<file path="config.mk">
export PLATFORM = sky130hd
export DESIGN_NAME = programmable_buzzer_multi
export DESIGN_NICKNAME = d
export VERILOG_FILES = /design/src/rtl/programmable_buzzer_multi.sv
export SDC_FILE = /design/constraint.sdc
export NUM_CORES = 1
export LEC_CHECK = 0
export BUFFER_PORTS_ARGS = -buffer_cell sky130_fd_sc_hd__buf_2
export CAP_MARGIN = 20
export CORE_ASPECT_RATIO = 1.75
export CORE_UTILIZATION = 50
export CTS_CLUSTER_DIAMETER = 80
export DETAILED_ROUTE_END_ITERATION = 6
export GPL_TIMING_DRIVEN = 0
export HOLD_SLACK_MARGIN = 0.03
export PLACE_DENSITY = 0.72
export SETUP_SLACK_MARGIN = 0.1
export SLEW_MARGIN = 10
export SYNTH_ARGS = -nofsm -noshare
export SYNTH_HDL_FRONTEND = slang
export SYNTH_SLANG_ARGS = --single-unit
</file>
<file path="constraint.sdc">
create_clock -name clk -period 6.28 [get_ports clk]
set_clock_uncertainty 0.2 [all_clocks]
set_input_delay 0.628 -clock clk [delete_from_list [all_inputs] [get_ports clk]]
set_output_delay 0.628 -clock clk [all_outputs]
set_load 0.05 [all_outputs]
</file>
<file path="src/rtl/programmable_buzzer_multi.sv">
// Multi-voice programmable buzzer: per-channel note/octave square wave with ms
// duration countdown, done pulse, OR-mixed buzzer output and per-channel readback.
module programmable_buzzer_multi #(
  parameter int unsigned CHANNELS      = 2,
  parameter int unsigned TONE_PRESCALE = 10,
  parameter int unsigned DUR_PRESCALE  = 10000,
  parameter int unsigned DUR_W         = 8,
  parameter int unsigned CW            = (CHANNELS > 1) ? $clog2(CHANNELS) : 1
) (
  input  logic                  clk,
  input  logic                  rst,
  input  logic                  wr_en_i,
  input  logic [CW-1:0]         wr_chan_i,
  input  logic [8+DUR_W-1:0]    wr_data_i,
  input  logic [CW-1:0]         rd_chan_i,
  output logic [CHANNELS-1:0]   busy_o,
  output logic [CHANNELS-1:0]   done_o,
  output logic [CHANNELS-1:0]   tone_o,
  output logic [7:0]            buzzer_data_out,
  output logic [8+DUR_W-1:0]    bus_data_out
);

  localparam int unsigned DW  = 8 + DUR_W;
  localparam int unsigned TPW = (TONE_PRESCALE > 1) ? $clog2(TONE_PRESCALE) : 1;
  localparam int unsigned DPW = (DUR_PRESCALE > 1) ? $clog2(DUR_PRESCALE) : 1;

  typedef enum logic {IDLE = 1'b0, PLAY = 1'b1} state_t;

  function automatic logic [15:0] base_div(input logic [3:0] note);
    case (note)
      4'd0:    base_div = 16'd30581;
      4'd1:    base_div = 16'd28868;
      4'd2:    base_div = 16'd27248;
      4'd3:    base_div = 16'd25707;
      4'd4:    base_div = 16'd24272;
      4'd5:    base_div = 16'd22904;
      4'd6:    base_div = 16'd21626;
      4'd7:    base_div = 16'd20408;
      4'd8:    base_div = 16'd19260;
      4'd9:    base_div = 16'd18182;
      4'd10:   base_div = 16'd17159;
      default: base_div = 16'd16197;
    endcase
  endfunction

  logic [3:0]       wr_note;
  logic [3:0]       wr_oct;
  logic [DUR_W-1:0] wr_dur;
  logic [DW-1:0]    rd_bus [CHANNELS];

  assign wr_note = (wr_data_i[3:0] > 4'd11) ? 4'd11 : wr_data_i[3:0];
  assign wr_oct  = wr_data_i[7:4];
  assign wr_dur  = wr_data_i[DW-1:8];

  for (genvar g = 0; g < CHANNELS; g++) begin : g_chan
    state_t           state_q, state_d;
    logic [3:0]       note_q, note_d, oct_q, oct_d;
    logic [DUR_W-1:0] dur_q, dur_d;
    logic [TPW-1:0]   tpre_q, tpre_d;
    logic [DPW-1:0]   dpre_q, dpre_d;
    logic [15:0]      cnt_q, cnt_d;
    logic             tone_q, tone_d, done_q, done_d;
    logic [15:0]      shifted, divider;
    logic             wr_hit, stop_cmd, tone_tick, dur_tick, expire;

    assign wr_hit    = wr_en_i && (wr_chan_i == CW'(g));
    assign stop_cmd  = (wr_oct == 4'd0) && (wr_dur == '0);
    assign shifted   = base_div(note_q) >> oct_q;
    assign divider   = (shifted == 16'd0) ? 16'd0 : shifted - 16'd1;
    assign tone_tick = (tpre_q == TPW'(TONE_PRESCALE - 1));
    assign dur_tick  = (dpre_q == DPW'(DUR_PRESCALE - 1));
    assign expire    = (state_q == PLAY) && dur_tick && (dur_q == DUR_W'(1));

    // State and channel registers
    always_ff @(posedge clk or posedge rst) begin
      if (rst) begin
        state_q <= IDLE;
        note_q  <= '0;
        oct_q   <= '0;
        dur_q   <= '0;
        tpre_q  <= '0;
        dpre_q  <= '0;
        cnt_q   <= '0;
        tone_q  <= 1'b0;
        done_q  <= 1'b0;
      end else begin
        state_q <= state_d;
        note_q  <= note_d;
        oct_q   <= oct_d;
        dur_q   <= dur_d;
        tpre_q  <= tpre_d;
        dpre_q  <= dpre_d;
        cnt_q   <= cnt_d;
        tone_q  <= tone_d;
        done_q  <= done_d;
      end
    end

    // Next state: a write always wins over expiry
    always_comb begin
      state_d = state_q;
      if (wr_hit) begin
        state_d = stop_cmd ? IDLE : PLAY;
      end else if (expire) begin
        state_d = IDLE;
      end
    end

    // Datapath / registered outputs
    always_comb begin
      note_d = note_q;
      oct_d  = oct_q;
      dur_d  = dur_q;
      tpre_d = tpre_q;
      dpre_d = dpre_q;
      cnt_d  = cnt_q;
      tone_d = tone_q;
      done_d = 1'b0;
      if (wr_hit) begin
        note_d = wr_note;
        oct_d  = wr_oct;
        dur_d  = wr_dur;
        tpre_d = '0;
        dpre_d = '0;
        cnt_d  = '0;
        tone_d = 1'b0;
      end else if (state_q == PLAY) begin
        tpre_d = tone_tick ? '0 : tpre_q + TPW'(1);
        dpre_d = dur_tick ? '0 : dpre_q + DPW'(1);
        if (tone_tick && (oct_q != 4'd0)) begin
          if (cnt_q == divider) begin
            tone_d = ~tone_q;
            cnt_d  = '0;
          end else begin
            cnt_d = cnt_q + 16'd1;
          end
        end
        if (dur_tick && (dur_q != '0)) begin
          dur_d = dur_q - DUR_W'(1);
          if (expire) begin
            done_d = 1'b1;
            tone_d = 1'b0;
            tpre_d = '0;
            dpre_d = '0;
          end
        end
      end else begin
        tpre_d = '0;
        dpre_d = '0;
        tone_d = 1'b0;
      end
    end

    assign busy_o[g] = (state_q == PLAY);
    assign done_o[g] = done_q;
    assign tone_o[g] = tone_q;
    assign rd_bus[g] = {dur_q, oct_q, note_q};
  end

  // Readback mux; out-of-range channels read as zero
  always_comb begin
    bus_data_out = '0;
    for (int i = 0; i < CHANNELS; i++) begin
      if (rd_chan_i == CW'(i)) bus_data_out = rd_bus[i];
    end
  end

  assign buzzer_data_out = {6'b111111, ~(|tone_o), |tone_o};

endmodule
</file>
Word level (Yosys, flattened, before mapping)
Memory sizes are Yosys's and may differ from the RTL's.
Index checks and enable logic that the tools add are counted.
{"block": "word_totals", "regBits": 106, "mem_bits_ro": 480, "elab_cells": 140, "n_memories": 2, "out_inout_bits": 30, "inputBits": 21}
{"block": "classes", "addsub": 10, "n_shift": 2, "order_cmp": 1, "mux": 63, "bitwise_logic": 4, "reduce_logical": 32, "eq_ne": 8}
{"memory": "(no name shown)", "words": 16, "width": 15, "rd": 1, "rd_ports_with_merged_regs": 0, "wr": 0, "line_no": "30", "rtl": "case (note)"}
{"memory": "(no name shown)", "words": 16, "width": 15, "rd": 1, "rd_ports_with_merged_regs": 0, "wr": 0, "line_no": "30"}
{"operator": "$mux W16", "n": 11}
{"operator": "$mux W14", "n": 10}
{"operator": "$mux W8", "n": 6}
{"operator": "$mux W4", "n": 11}
{"operator": "$add A16 B1 Y16 const B", "n": 2}
{"operator": "$eq A16 B16 Y1", "n": 2}
{"operator": "$logic_not A16 Y1", "n": 2}
{"operator": "$shr A16 B4 Y16", "n": 2}
{"operator": "$sub A16 B1 Y16 const B", "n": 2}
{"operator": "$add A14 B1 Y14 const B", "n": 2}
{"operator": "$eq A14 B14 Y1 const B", "n": 2}
{"operator": "$mux W1", "n": 25}
{"operator": "$eq A8 B1 Y1 const B", "n": 2}
{"operator": "$reduce_bool A2 Y1", "n": 8}
{"operator": "$reduce_bool A8 Y1", "n": 2}
{"operator": "$sub A8 B1 Y8 const B", "n": 2}
{"operator": "$logic_and A1 B1 Y1", "n": 11}
{"operator": "$add A4 B1 Y4 const B", "n": 2}
{"operator": "$eq A4 B4 Y1 const B", "n": 2}
{"operator": "$logic_not A8 Y1", "n": 1}
{"operator": "$reduce_and A2 Y1", "n": 4}
{"operator": "$reduce_bool A4 Y1", "n": 2}
{"operator": "$gt A4 B4 Y1 const B", "n": 1}
{"operator": "$logic_not A4 Y1", "n": 1}
{"operator": "other kinds (2)", "n": 5}

Depth between registers and ports, before layout
Gate-level depths: netlist of run 1.
An unclocked memory read counts as a cell.
{"block": "depth", "word_depth": 11, "depth_mapped": 22, "depth_no_buf": 17}

Worst setup path before layout of run 1
Ideal clock, no wire load.
{"block": "synth_path", "path_type": "reg-to-reg", "from": "register g_chan[1].note_q[0]", "to": "register g_chan[1].cnt_q[10]", "path_slack_ns": 1.599, "required_time_ns": 5.956, "period_less_slack_ns": 4.681, "path_buffers": 3, "setup_ns": 0.124, "t_arrival_ns": 4.357, "stages_incl_launch_ff": 19, "cell_sequence": "dfrtp_1 -> inv_1 -> ha_1 -> mux2_2 -> a22oi_1 -> a211oi_1 -> a221o_1 -> ha_1 -> buf_1 -> a31o_2 -> buf_2 -> a31o_2 -> a32o_1 -> a2111oi_4 -> nand4_2 -> o21bai_4 -> buf_6 -> nor2_1 -> a211o_1"}
{"block": "synth_via", "elab_chain_cells": 9, "word_cells_on_any_way": 10, "classes_between": "add/sub: 1; eq/ne: 1; shift: 1; mux: 5; reduce/logical: 1; memory: 1"}
{"element": "start, declared", "line_no": "57", "rtl": "logic [3:0] note_q, note_d, oct_q, oct_d;"}
{"element": "start signal, assigned", "line_no": "88", "rtl": "note_q <= note_d;"}
{"element": "$mem_v2 Z16 W15 *"}
{"element": "$shr A16 B4 Y16 *", "line_no": "68", "rtl": "assign shifted = base_div(note_q) >> oct_q;"}
{"element": "$sub A16 B1 Y16 / $logic_not A16 Y1 (equally long branches)", "line_no": "69", "rtl": "assign divider = (shifted == 16'd0) ? 16'd0 : shifted - 16'd1;"}
{"element": "$mux W16 *", "line_no": "69"}
{"element": "$eq A16 B16 Y1 *", "line_no": "131", "rtl": "if (cnt_q == divider) begin"}
{"element": "$mux W16 *", "line_no": "131"}
{"element": "$mux W16 *", "line_no": "130", "rtl": "if (tone_tick && (oct_q != 4'd0)) begin"}
{"element": "$mux W16 *", "line_no": "127", "rtl": "end else if (state_q == PLAY) begin"}
{"element": "$mux W16 *", "line_no": "119", "rtl": "if (wr_hit) begin"}
{"element": "end signal, assigned", "line_no": "93", "rtl": "cnt_q <= cnt_d;"}
{"element": "end, declared", "line_no": "61", "rtl": "logic [15:0] cnt_q, cnt_d;"}
Every way passes the cells marked *; elsewhere a longest branch is shown, timed or not. The select of a mux whose other input is x is not followed.
A chain may end at the register's enable or synchronous reset.

Worst setup path in the final report of run 1
{"block": "layout_path", "from": "register g_chan[0].note_q[1]", "to": "register g_chan[0].cnt_q[8]"}
{"block": "layout_via", "elab_chain_cells": 9, "word_cells_on_any_way": 10, "classes_between": "add/sub: 1; eq/ne: 1; shift: 1; mux: 5; reduce/logical: 1; memory: 1"}
{"element": "start, declared", "line_no": "57"}
{"element": "start signal, assigned", "line_no": "88"}
{"element": "$mem_v2 Z16 W15 *"}
{"element": "$shr A16 B4 Y16 *", "line_no": "68"}
{"element": "$sub A16 B1 Y16 / $logic_not A16 Y1 (equally long branches)", "line_no": "69"}
{"element": "$mux W16 *", "line_no": "69"}
{"element": "$eq A16 B16 Y1 *", "line_no": "131"}
{"element": "$mux W16 *", "line_no": "131"}
{"element": "$mux W16 *", "line_no": "130"}
{"element": "$mux W16 *", "line_no": "127"}
{"element": "$mux W16 *", "line_no": "119"}
{"element": "end signal, assigned", "line_no": "93"}
{"element": "end, declared", "line_no": "61"}
Marks and branches as above.

==> results of run 1 <==
==> kinds of logic after synthesis <==
| family | count (synthesis) | synth area share |
|---|---|---|
| and+or+nand+nor | 560 | 0.297 |
| adders and majority gates | 34 | 0.0432 |
| buffers and inverters | 128 | 0.0614 |
| DFF | 106 | 0.269 |
| muxes | 32 | 0.0347 |
| other | 1 | 0.000380 |
| xor gates and xnor gates | 53 | 0.0471 |
| AOI/OAI and AO/OA | 351 | 0.247 |
==> sequential cells by signal, summed over array words and instances (netlist names), 8 cells and up <==
signal and cells:
g_chan.dpre_q 28, g_chan.cnt_q 32, g_chan.dur_q 16, g_chan.oct_q 8
g_chan.tpre_q 8, g_chan.note_q 8
==> synthesized netlist by cell type (7+ instances only) <==
master    instances
nand3b_1          7
a21o_1           23
o22ai_1           7
mux2i_1          15
inv_1            35
o211ai_1         19
xor2_1           27
a31oi_1           9
nor3_1           39
o31ai_1          11
mux2_2           17
dfrtp_1         106
nand4_1          16
nor2b_1          12
and3_1           21
a21oi_1          59
nor4_1           23
clkbuf_1         45
buf_4            19
or2_2            22
nand2_1         139
or3_1            22
nand2b_1         32
nor3b_1           9
xnor2_1          26
a211oi_1         25
ha_1             34
nand3_1          45
buf_2            19
nor2_1          116
o21ai_0          85
and2_1           12
a211o_1          10
==> final timing paths <==
check	startpoint	endpoint	cells after the start
max in group asynchronous	rst	g_chan[0].note_q[3]$_DFFE_PP0P_	3
setup / recovery	g_chan[0].note_q[1]$_DFFE_PP0P_	g_chan[0].cnt_q[8]$_DFFE_PP0P_	20
min in group clk	g_chan[0].dpre_q[0]$_DFF_PP0_	g_chan[0].dpre_q[0]$_DFF_PP0_	1
hold reg to reg	g_chan[0].dpre_q[0]$_DFF_PP0_	g_chan[0].dpre_q[0]$_DFF_PP0_	1
hold / removal	rst	g_chan[0].done_q$_DFF_PP0_	2
setup reg to reg	g_chan[0].note_q[1]$_DFFE_PP0P_	g_chan[0].cnt_q[8]$_DFFE_PP0P_	20
==> power by group through the flow <==
stage               registers, W  logic (W)  clock network [W]
floorplan               0.000763   0.000973                  0
global placement        0.000776    0.00128                  0
detailed placement      0.000778    0.00129                  0
CTS                     0.000765    0.00130           0.000558
global route            0.000772    0.00143           0.000590
finish                  0.000766    0.00133           0.000549
==> stage by stage <==
step                power [W]  cells  utilization
floorplan             0.00174   1270            -
global placement      0.00206   1555        0.542
detailed placement    0.00207   1556        0.543
CTS                   0.00262   1572        0.558
global route          0.00279   1572        0.558
finish                0.00265   1573        0.558
==> layer usage <==
metal | wire length, um | part of all wire | track usage | vias up
met5 | 43 | 0.0013 | 0 | -
met1 | 11300 | 0.35 | 0.311 | 4697
met3 | 1430 | 0.045 | 0.0591 | 155
li1 | - | - | - | 4754
met4 | 2360 | 0.074 | 0.235 | 8
met2 | 16900 | 0.53 | 0.588 | 335
==> worst register-to-register path, cell delays in order (launching register included) <==
cell and delay, ps:
dfrtp_1 620, inv_1 230, ha_1 500, mux2i_1 140, o21ai_0 270, o22ai_1 230, a211oi_2 550, o32a_1 250
buf_4 160, ha_1 160, nand2_1 50, nor3_1 240, nand3_1 350, or4_1 500, a21oi_1 170, and4_1 220
and4_1 190, buf_4 160, buf_4 190, a211oi_1 60, a21o_1 190
==> cell type report <==
type | instances | area, um2
Fill cell | 1861 | 8480
Inverter | 38 | 148
Timing Repair Buffer | 45 | 248
Antenna cell | 1 | 2.50
Multi-Input combinational cell | 1036 | 6620
Buffer | 90 | 463
Sequential cell | 106 | 2650
Tap cell | 241 | 302
Clock inverter | 2 | 10.0
Clock buffer | 14 | 274
==> run summary, run 1 <==
die area = 20,300 um2
Synth area leader = dfrtp_1
LEAKAGE = 4.48 nW
mean area per synthesized cell = 7.79 um2
GRT Total Usage = 0.321
Area contributors post-synth = dfrtp_1 (27%), nand2_1 (5.3%), nor2_1 (4.4%), ha_1 (4.3%), o21ai_0 (4.3%)
sw frac = 0.441
EDFF count, synth = 0
setup ws final = 545 ps
Routed WL = 32,100 um
Tmin final = 5740 ps
initial antenna violation count = 4
commonest non-fill, non-tap cell in the layout = nand2_1
Final Max Slew Viols = 0
max incr delay on CP = 620 ps
post-synth top area share = 0.269
Setup WS pre-CTS = 445 ps
Critical Path Slowest Stage Cell = dfrtp_1
internal power = 0.00148 W
hold slack = 54.9 ps
P per Cell Area = 247 nW/um2
Worst Hold Class = input port to asynchronous set/reset pin
largest net degree at the start of global routing = 73
Worst EP required = 6320 ps
Die H = 188 um
Setup Viol. Count Final = 0
flop2flop setup slack = 540 ps
unrepaired setup endpoints after global routing = no
Routed Antenna Nets = 0
H-Tree Depth = 3
setup tns final = 0 ps
starting DRC count in detailed routing = 730
gpl congestion = 0.986
Worst Path Class, Setup = flip-flop to flip-flop
crit-path leading delay family = compound AO/OA/AOI/OAI gates
Area Overhead vs Synth = 8.77%
Root Driver = clkbuf_16
detailed placement HPWL = 25,300 um
hold buffer count at cts = 0
fin nets = 1,381
CP Capture Type = flip-flop
Crit path arrival time = 5770 ps
period utilisation layout = 0.913
drt drc = 0
Max IR drop VDD = 0.128 mV
DR vias = 9,949
synth warn = 0
Synth Instances = 1,265
Hold Violations, Final = 0
die width = 108 um
Main synth FF type = dfrtp_1
vias in the first global route = 9,944
grt ovf = 0
Switching Power = 0.00117 W
sequential-to-total area share from yosys stat = 0.269
Core ar. = 19,200 um2
Skew-Pair Late Insertion Delay = 350 ps
Sinks on Clock Net = 106
# rows = 67
CTS Buf Count = 9
post-DR wirelength/cell = 20.4 um
clock share of power = 0.207
logic gate share of total power = 0.503
Crit Path Max Fanout = 12
Seq cells post-synth = 106
maxcap violations = 0
crit path cell chain = inv_1 -> ha_1 -> mux2i_1 -> o21ai_0 -> o22ai_1 -> a211oi_2 -> o32a_1 -> buf_4 -> ha_1 -> nand2_1 -> nor3_1 -> nand3_1 -> or4_1 -> a21oi_1 -> and4_1 -> and4_1 -> buf_4 -> buf_4 -> a211oi_1 -> a21o_1
synth unique cells = 95
actual slew at the worst max-slew pin = 1040 ps
IO buf count = 44
number of I/O pins = 51
drt pass-1 iters = 5
Mapped Area = 9860 um2
most frequent cells in the layout = nand2_1 (139), nor2_1 (116), dfrtp_1 (106), o21ai_0 (85), buf_2 (63)
Buf/Inv on CP = 4
PostCTS Resize Cnt = 0
first-pass GRT wire length = 50,500 um
share of layout cells above drive strength 1 = 0.125
startpoint types = flip-flop
Clock Pin Slew Worst Setup and Hold Paths = 70 ps
Initial Util = 0.513
cell repeated most along the worst path = buf_4
DP Area = 10,400 um2
Slew headroom = 0.304
Max Fclk = 174 MHz
status = finished clean
TritonCTS clock tree = yes
CTS max path bufs = 2
Seq pwr share = 0.289
Final Cell Area = 10,700 um2
vias per cell = 6.32
Post CTS Setup Buffer Count = 0
ys async rst share = 1.00
Note: power is estimated with default switching activity, not from simulation.
==> inputs of run 2 (changes only) <==
Clock period 6.28 ns to 7 ns, I/O delays scaled along.
==> run summary, run 2 (synthesis gave the netlist of run 1 again) <==
H-Tree Depth = 3 (unchanged)
Worst Hold Class = input port to asynchronous set/reset pin
starting DRC count in detailed routing = 751 (+2.9%)
Clock Pin Slew Worst Setup and Hold Paths = 70 ps (about the same)
Switching Power = 0.00105 W (-10%)
Worst EP required = 7040 ps (+720 ps)
Max Fclk = 165 MHz (-5.6%)
Slew headroom = 0.301 (-0.00249)
DR vias = 10,019 (+0.70%)
Max IR drop VDD = 0.114 mV (-11%)
detailed placement HPWL = 25,300 um (unchanged)
die width = 108 um (unchanged)
share of layout cells above drive strength 1 = 0.125 (-0.000751)
unrepaired setup endpoints after global routing = no
Root Driver = clkbuf_16
clock share of power = 0.208 (about the same)
Routed WL = 32,100 um (+0.12%)
crit-path leading delay family = simple AND/OR/NAND/NOR gates
Critical Path Slowest Stage Cell = nor3_1
post-DR wirelength/cell = 20.4 um (+0.12%)
fin nets = 1,381 (unchanged)
Seq pwr share = 0.289 (about the same)
hold buffer count at cts = 0 (unchanged)
IO buf count = 44 (unchanged)
vias per cell = 6.37 (+0.70%)
GRT Total Usage = 0.321 (unchanged)
Setup Viol. Count Final = 0 (unchanged)
number of I/O pins = 51 (unchanged)
grt ovf = 0 (unchanged)
LEAKAGE = 4.48 nW (about the same)
CP Capture Type = flip-flop
die area = 20,300 um2 (unchanged)
vias in the first global route = 9,944 (unchanged)
CTS Buf Count = 9 (unchanged)
Reg2Reg Depth = 20 (unchanged)
max reg flops = 32 (unchanged)
P per Cell Area = 222 nW/um2 (-10%)
TritonCTS clock tree = yes
Core ar. = 19,200 um2 (unchanged)
Post CTS Setup Buffer Count = 0 (unchanged)
Worst Path Class, Setup = flip-flop to flip-flop
gpl congestion = 0.986 (unchanged)
first-pass GRT wire length = 50,500 um (unchanged)
Regs by FF count = g_chan.cnt_q x32, g_chan.dpre_q x28, g_chan.dur_q x16
Skew-Pair Late Insertion Delay = 360 ps (about the same)
most frequent cells in the layout = nand2_1 (139), nor2_1 (116), dfrtp_1 (106), o21ai_0 (85), buf_2 (63)
# rows = 67 (unchanged)
Routed Antenna Nets = 0 (unchanged)
Hold Violations, Final = 0 (unchanged)
setup tns final = 0 ps (unchanged)
internal power = 0.00133 W (-10%)
Die H = 188 um (unchanged)
post-layout util = 0.558 (about the same)
Worst path depth = 20 (unchanged)
PostCTS Resize Cnt = 0 (unchanged)
maxcap violations = 0 (unchanged)
crit path cell chain = inv_1 -> ha_1 -> nor3_1 -> o21ai_0 -> and3_1 -> a211oi_2 -> o32a_1 -> buf_4 -> ha_1 -> nand2_1 -> nor3_1 -> nand3_1 -> or4_1 -> a21oi_1 -> and4_1 -> and4_1 -> buf_4 -> buf_4 -> a211oi_1 -> a21o_1
startpoint types = flip-flop
Crit Path Max Fanout = 12 (unchanged)
largest net degree at the start of global routing = 73 (unchanged)
Largest Register = g_chan.cnt_q
max incr delay on CP = 660 ps (+40 ps)
Tmin final = 6070 ps (+340 ps)
initial antenna violation count = 4 (unchanged)
sw frac = 0.441 (+0.000504)
status = finished clean
Sinks on Clock Net = 106 (unchanged)
CTS max path bufs = 2 (unchanged)
Final Max Slew Viols = 0 (unchanged)
drt pass-1 iters = 5 (unchanged)
actual slew at the worst max-slew pin = 1040 ps (+3.72 ps)
Initial Util = 0.513 (unchanged)
Crit path arrival time = 6120 ps (+350 ps)
Buf/Inv on CP = 4 (unchanged)
Area Overhead vs Synth = 8.72% (about the same)
drt drc = 0 (unchanged)
period utilisation layout = 0.868 (-0.0454)
cell repeated most along the worst path = buf_4
commonest non-fill, non-tap cell in the layout = nand2_1
logic gate share of total power = 0.502 (about the same)
-- run 2: cell counts in the layout (fill, tap and decap cells not counted) --
Identical to the previous run, type by type.
-- run 2: final cells by class --
type                            instances  area (um2)
Sequential cell                       106        2650
Clock inverter                          2        10.0
Timing Repair Buffer                   45         248
Clock buffer                           14         274
Multi-Input combinational cell       1036        6620
Tap cell                              241         302
Buffer                                 90         463
Fill cell                            1861        8480
Antenna cell                            1        2.50
Inverter                               38         148
-- run 2: stage by stage --
stage               area (um2)  power (W)  worst slack (ps)  cells  hold slack (ps)
floorplan                 9870    0.00156              2320   1270              225
global placement         10400    0.00185              1180   1555              248
detailed placement       10400    0.00186              1170   1556              247
CTS                      10700    0.00235              1120   1572              142
global route             10700    0.00250               672   1572              153
finish                   10700    0.00238               925   1573              127
-- run 2: metal layers --
metal | wire length (um) | track usage
met1 | 11200 | 0.311
met2 | 17000 | 0.588
met3 | 1540 | 0.0591
met4 | 2330 | 0.235
met5 | 42 | 0
-- run 2: power by group through the flow --
stage	Combinational, W	Clock, W	Sequential, W
floorplan	0.000873	0	0.000684
global placement	0.00115	0	0.000697
detailed placement	0.00116	0	0.000698
CTS	0.00116	0.000500	0.000686
global route	0.00128	0.000529	0.000692
finish	0.00119	0.000495	0.000687
-- run 2: final timing paths --
check,slack (ps),to,start
setup / recovery,930,g_chan[0].cnt_q[8]$_DFFE_PP0P_,g_chan[0].note_q[1]$_DFFE_PP0P_
hold / removal,130,g_chan[0].done_q$_DFF_PP0_,rst
setup reg to reg,930,g_chan[0].cnt_q[8]$_DFFE_PP0P_,g_chan[0].note_q[1]$_DFFE_PP0P_
hold reg to reg,260,g_chan[0].dpre_q[0]$_DFF_PP0_,g_chan[0].dpre_q[0]$_DFF_PP0_
max in group asynchronous,5820,g_chan[1].oct_q[3]$_DFFE_PP0P_,rst
min in group clk,260,g_chan[0].dpre_q[0]$_DFF_PP0_,g_chan[0].dpre_q[0]$_DFF_PP0_
-- run 2: worst register-to-register path: stages (launching register included) --
cell      delay [ps]
dfrtp_1          640
inv_1            230
ha_1             290
nor3_1           660
o21ai_0          290
and3_1           250
a211oi_2         480
o32a_1           250
buf_4            150
ha_1             160
nand2_1           50
nor3_1           270
nand3_1          360
or4_1            510
a21oi_1          170
and4_1           220
and4_1           190
buf_4            160
buf_4            190
a211oi_1          60
a21o_1           190
==> inputs of run 3 (changes only) <==
Settings changed: MAX_ROUTING_LAYER set to met4.
==> run summary, run 3 (synthesis gave the netlist of run 1 again) <==
most frequent cells in the layout = nand2_1 (139), nor2_1 (116), dfrtp_1 (106), o21ai_0 (85), buf_2 (63)
initial antenna violation count = 3 (-1)
startpoint types = flip-flop
Final Cell Area = 10,800 um2 (+0.85%)
setup ws final = 902 ps (-23.6 ps)
met2 usage = 0.591 (+0.00245)
drt drc = 0 (unchanged)
Crit Path Max Fanout = 12 (unchanged)
Skew-Pair Late Insertion Delay = 350 ps (about the same)
Area Overhead vs Synth = 9.65%
max reg flops = 32 (unchanged)
die area = 20,300 um2 (unchanged)
Sinks on Clock Net = 106 (unchanged)
fin nets = 1,381 (unchanged)
DP Area = 10,400 um2 (unchanged)
largest net degree at the start of global routing = 70 (-4.1%)
Max Fclk = 164 MHz (-0.39%)
Seq. cell area = 2650 um2 (unchanged)
Regs by FF count = g_chan.cnt_q x32, g_chan.dpre_q x28, g_chan.dur_q x16
commonest non-fill, non-tap cell in the layout = nand2_1
post-route insts no fill = 1,576 (+0.19%)
Final Max Slew Viols = 0 (unchanged)
unrepaired setup endpoints after global routing = no
Worst Hold Class = input port to asynchronous set/reset pin
gpl congestion = 0.999 (+1.3%)
H-Tree Depth = 3 (unchanged)
Worst setup startpoint = g_chan[0].note_q[1]$_DFFE_PP0P_
setup tns final = 0 ps (unchanged)
Setup WS pre-CTS = 1120 ps (-45.3 ps)
Root Driver = clkbuf_16
actual slew at the worst max-slew pin = 1060 ps (+19.1 ps)
CP Capture Type = flip-flop
grt ovf = 0 (unchanged)
detailed placement HPWL = 25,500 um (+0.81%)
Routed Antenna Nets = 0 (unchanged)
GRT Total Usage = 0.336 (+0.0154)
Setup Viol. Count Final = 0 (unchanged)
DR vias = 10,044 (+0.25%)
period utilisation layout = 0.871 (+0.00337)
vias per cell = 6.37 (about the same)
met1 usage = 0.319 (+0.00855)
Routed WL = 32,800 um (+2.3%)
die width = 108 um (unchanged)
Slew headroom = 0.288 (-0.0128)
Clock Pin Slew Worst Setup and Hold Paths = 70 ps (about the same)
hold slack = 136 ps (+9.37 ps)
share of layout cells above drive strength 1 = 0.125 (+0.000751)
area of the multi-input gates = 6620 um2 (unchanged)
maxcap violations = 0 (unchanged)
drt pass-1 iters = 7 (+2)
Worst EP required = 7040 ps (about the same)
hold buffer count at cts = 0 (unchanged)
fillcell total = 1,811 (-2.7%)
status = finished clean
Post CTS Setup Buffer Count = 0 (unchanged)
Largest Register = g_chan.cnt_q
Core ar. = 19,200 um2 (unchanged)
Die H = 188 um (unchanged)
post-DR wirelength/cell = 20.8 um (+2.1%)
Global Route met3 Usage = 0.0643 (+0.00521)
gr busiest metal = met2
number of I/O pins = 51 (unchanged)
Post-Place Cells = 1,556 (unchanged)
PostCTS Resize Cnt = 0 (unchanged)
vias in the first global route = 9,988 (+0.44%)
IO buf count = 44 (unchanged)
LEAKAGE = 4.52 nW (+0.83%)
worst flop-to-flop path startpoint = g_chan[0].note_q[1]$_DFFE_PP0P_
TritonCTS clock tree = yes
Max IR drop VDD = 0.232 mV (+100%)
Initial Util = 0.513 (unchanged)
CTS max path bufs = 2 (unchanged)
Crit path arrival time = 6140 ps (+20 ps)
P per Cell Area = 233 nW/um2 (+5.2%)
first-pass GRT wire length = 51,200 um (+1.4%)
Hold Violations, Final = 0 (unchanged)
Worst Path Class, Setup = flip-flop to flip-flop
CTS Buf Count = 9 (unchanged)
Tmin final = 6100 ps (+23.6 ps)
starting DRC count in detailed routing = 602 (-20%)
# rows = 67 (unchanged)
run 3: critical path, cell delays in order (launching register included):
cell	delay, ps
dfrtp_1	610
inv_1	220
ha_1	280
nor3_1	680
o21ai_0	330
and3_1	250
a211oi_2	520
o32a_1	260
buf_4	160
ha_1	160
nand2_1	50
nor3_1	250
nand3_1	360
or4_1	520
a21oi_1	170
and4_1	200
and4_1	190
buf_4	160
buf_4	190
a211oi_1	60
a21o_1	190
run 3: where the power goes:
| part | internal [W] | switching [W] | leakage, nW |
|---|---|---|---|
| Clock | 0.000395 | 0.000230 | 0.180 |
| Sequential | 0.000645 | 0.0000413 | 1.40 |
| Combinational | 0.000412 | 0.000795 | 2.93 |
run 3: per-stage QoR:
| stage | power [W] | util |
|---|---|---|
| final | 0.00252 | 0.563 |
| after global routing | 0.00264 | 0.563 |
| after CTS | 0.00249 | 0.562 |
| after detailed placement | 0.00186 | 0.543 |
| after global placement | 0.00185 | 0.542 |
| after floorplan | 0.00156 | - |
run 3: layout make-up:
cell class | count | share of cell area
tap | 241 | 0.0279
multi-input combinational | 1036 | 0.612
inverter | 38 | 0.0137
sequential | 106 | 0.245
buffer | 90 | 0.0428
clock buffer | 11 | 0.0225
antenna | 4 | 0.000926
timing repair buffer | 45 | 0.0229
clock inverter | 5 | 0.0116
run 3: final timing paths:
path,end,slack (ps),depth (start not counted)
min in group clk,g_chan[1].dpre_q[0]$_DFF_PP0_,260,1
hold reg to reg,g_chan[1].dpre_q[0]$_DFF_PP0_,260,1
hold / removal,g_chan[0].done_q$_DFF_PP0_,140,2
setup reg to reg,g_chan[0].cnt_q[8]$_DFFE_PP0P_,900,20
max in group asynchronous,g_chan[1].cnt_q[5]$_DFFE_PP0P_,5800,3
setup / recovery,g_chan[0].cnt_q[8]$_DFFE_PP0P_,900,20
run 3: per-layer routing:
| metal | part of all wire | up-vias |
|---|---|---|
| li1 | - | 4749 |
| met1 | 0.35 | 4732 |
| met2 | 0.52 | 395 |
| met3 | 0.052 | 168 |
| met4 | 0.079 | 0 |
| met5 | 0 | - |
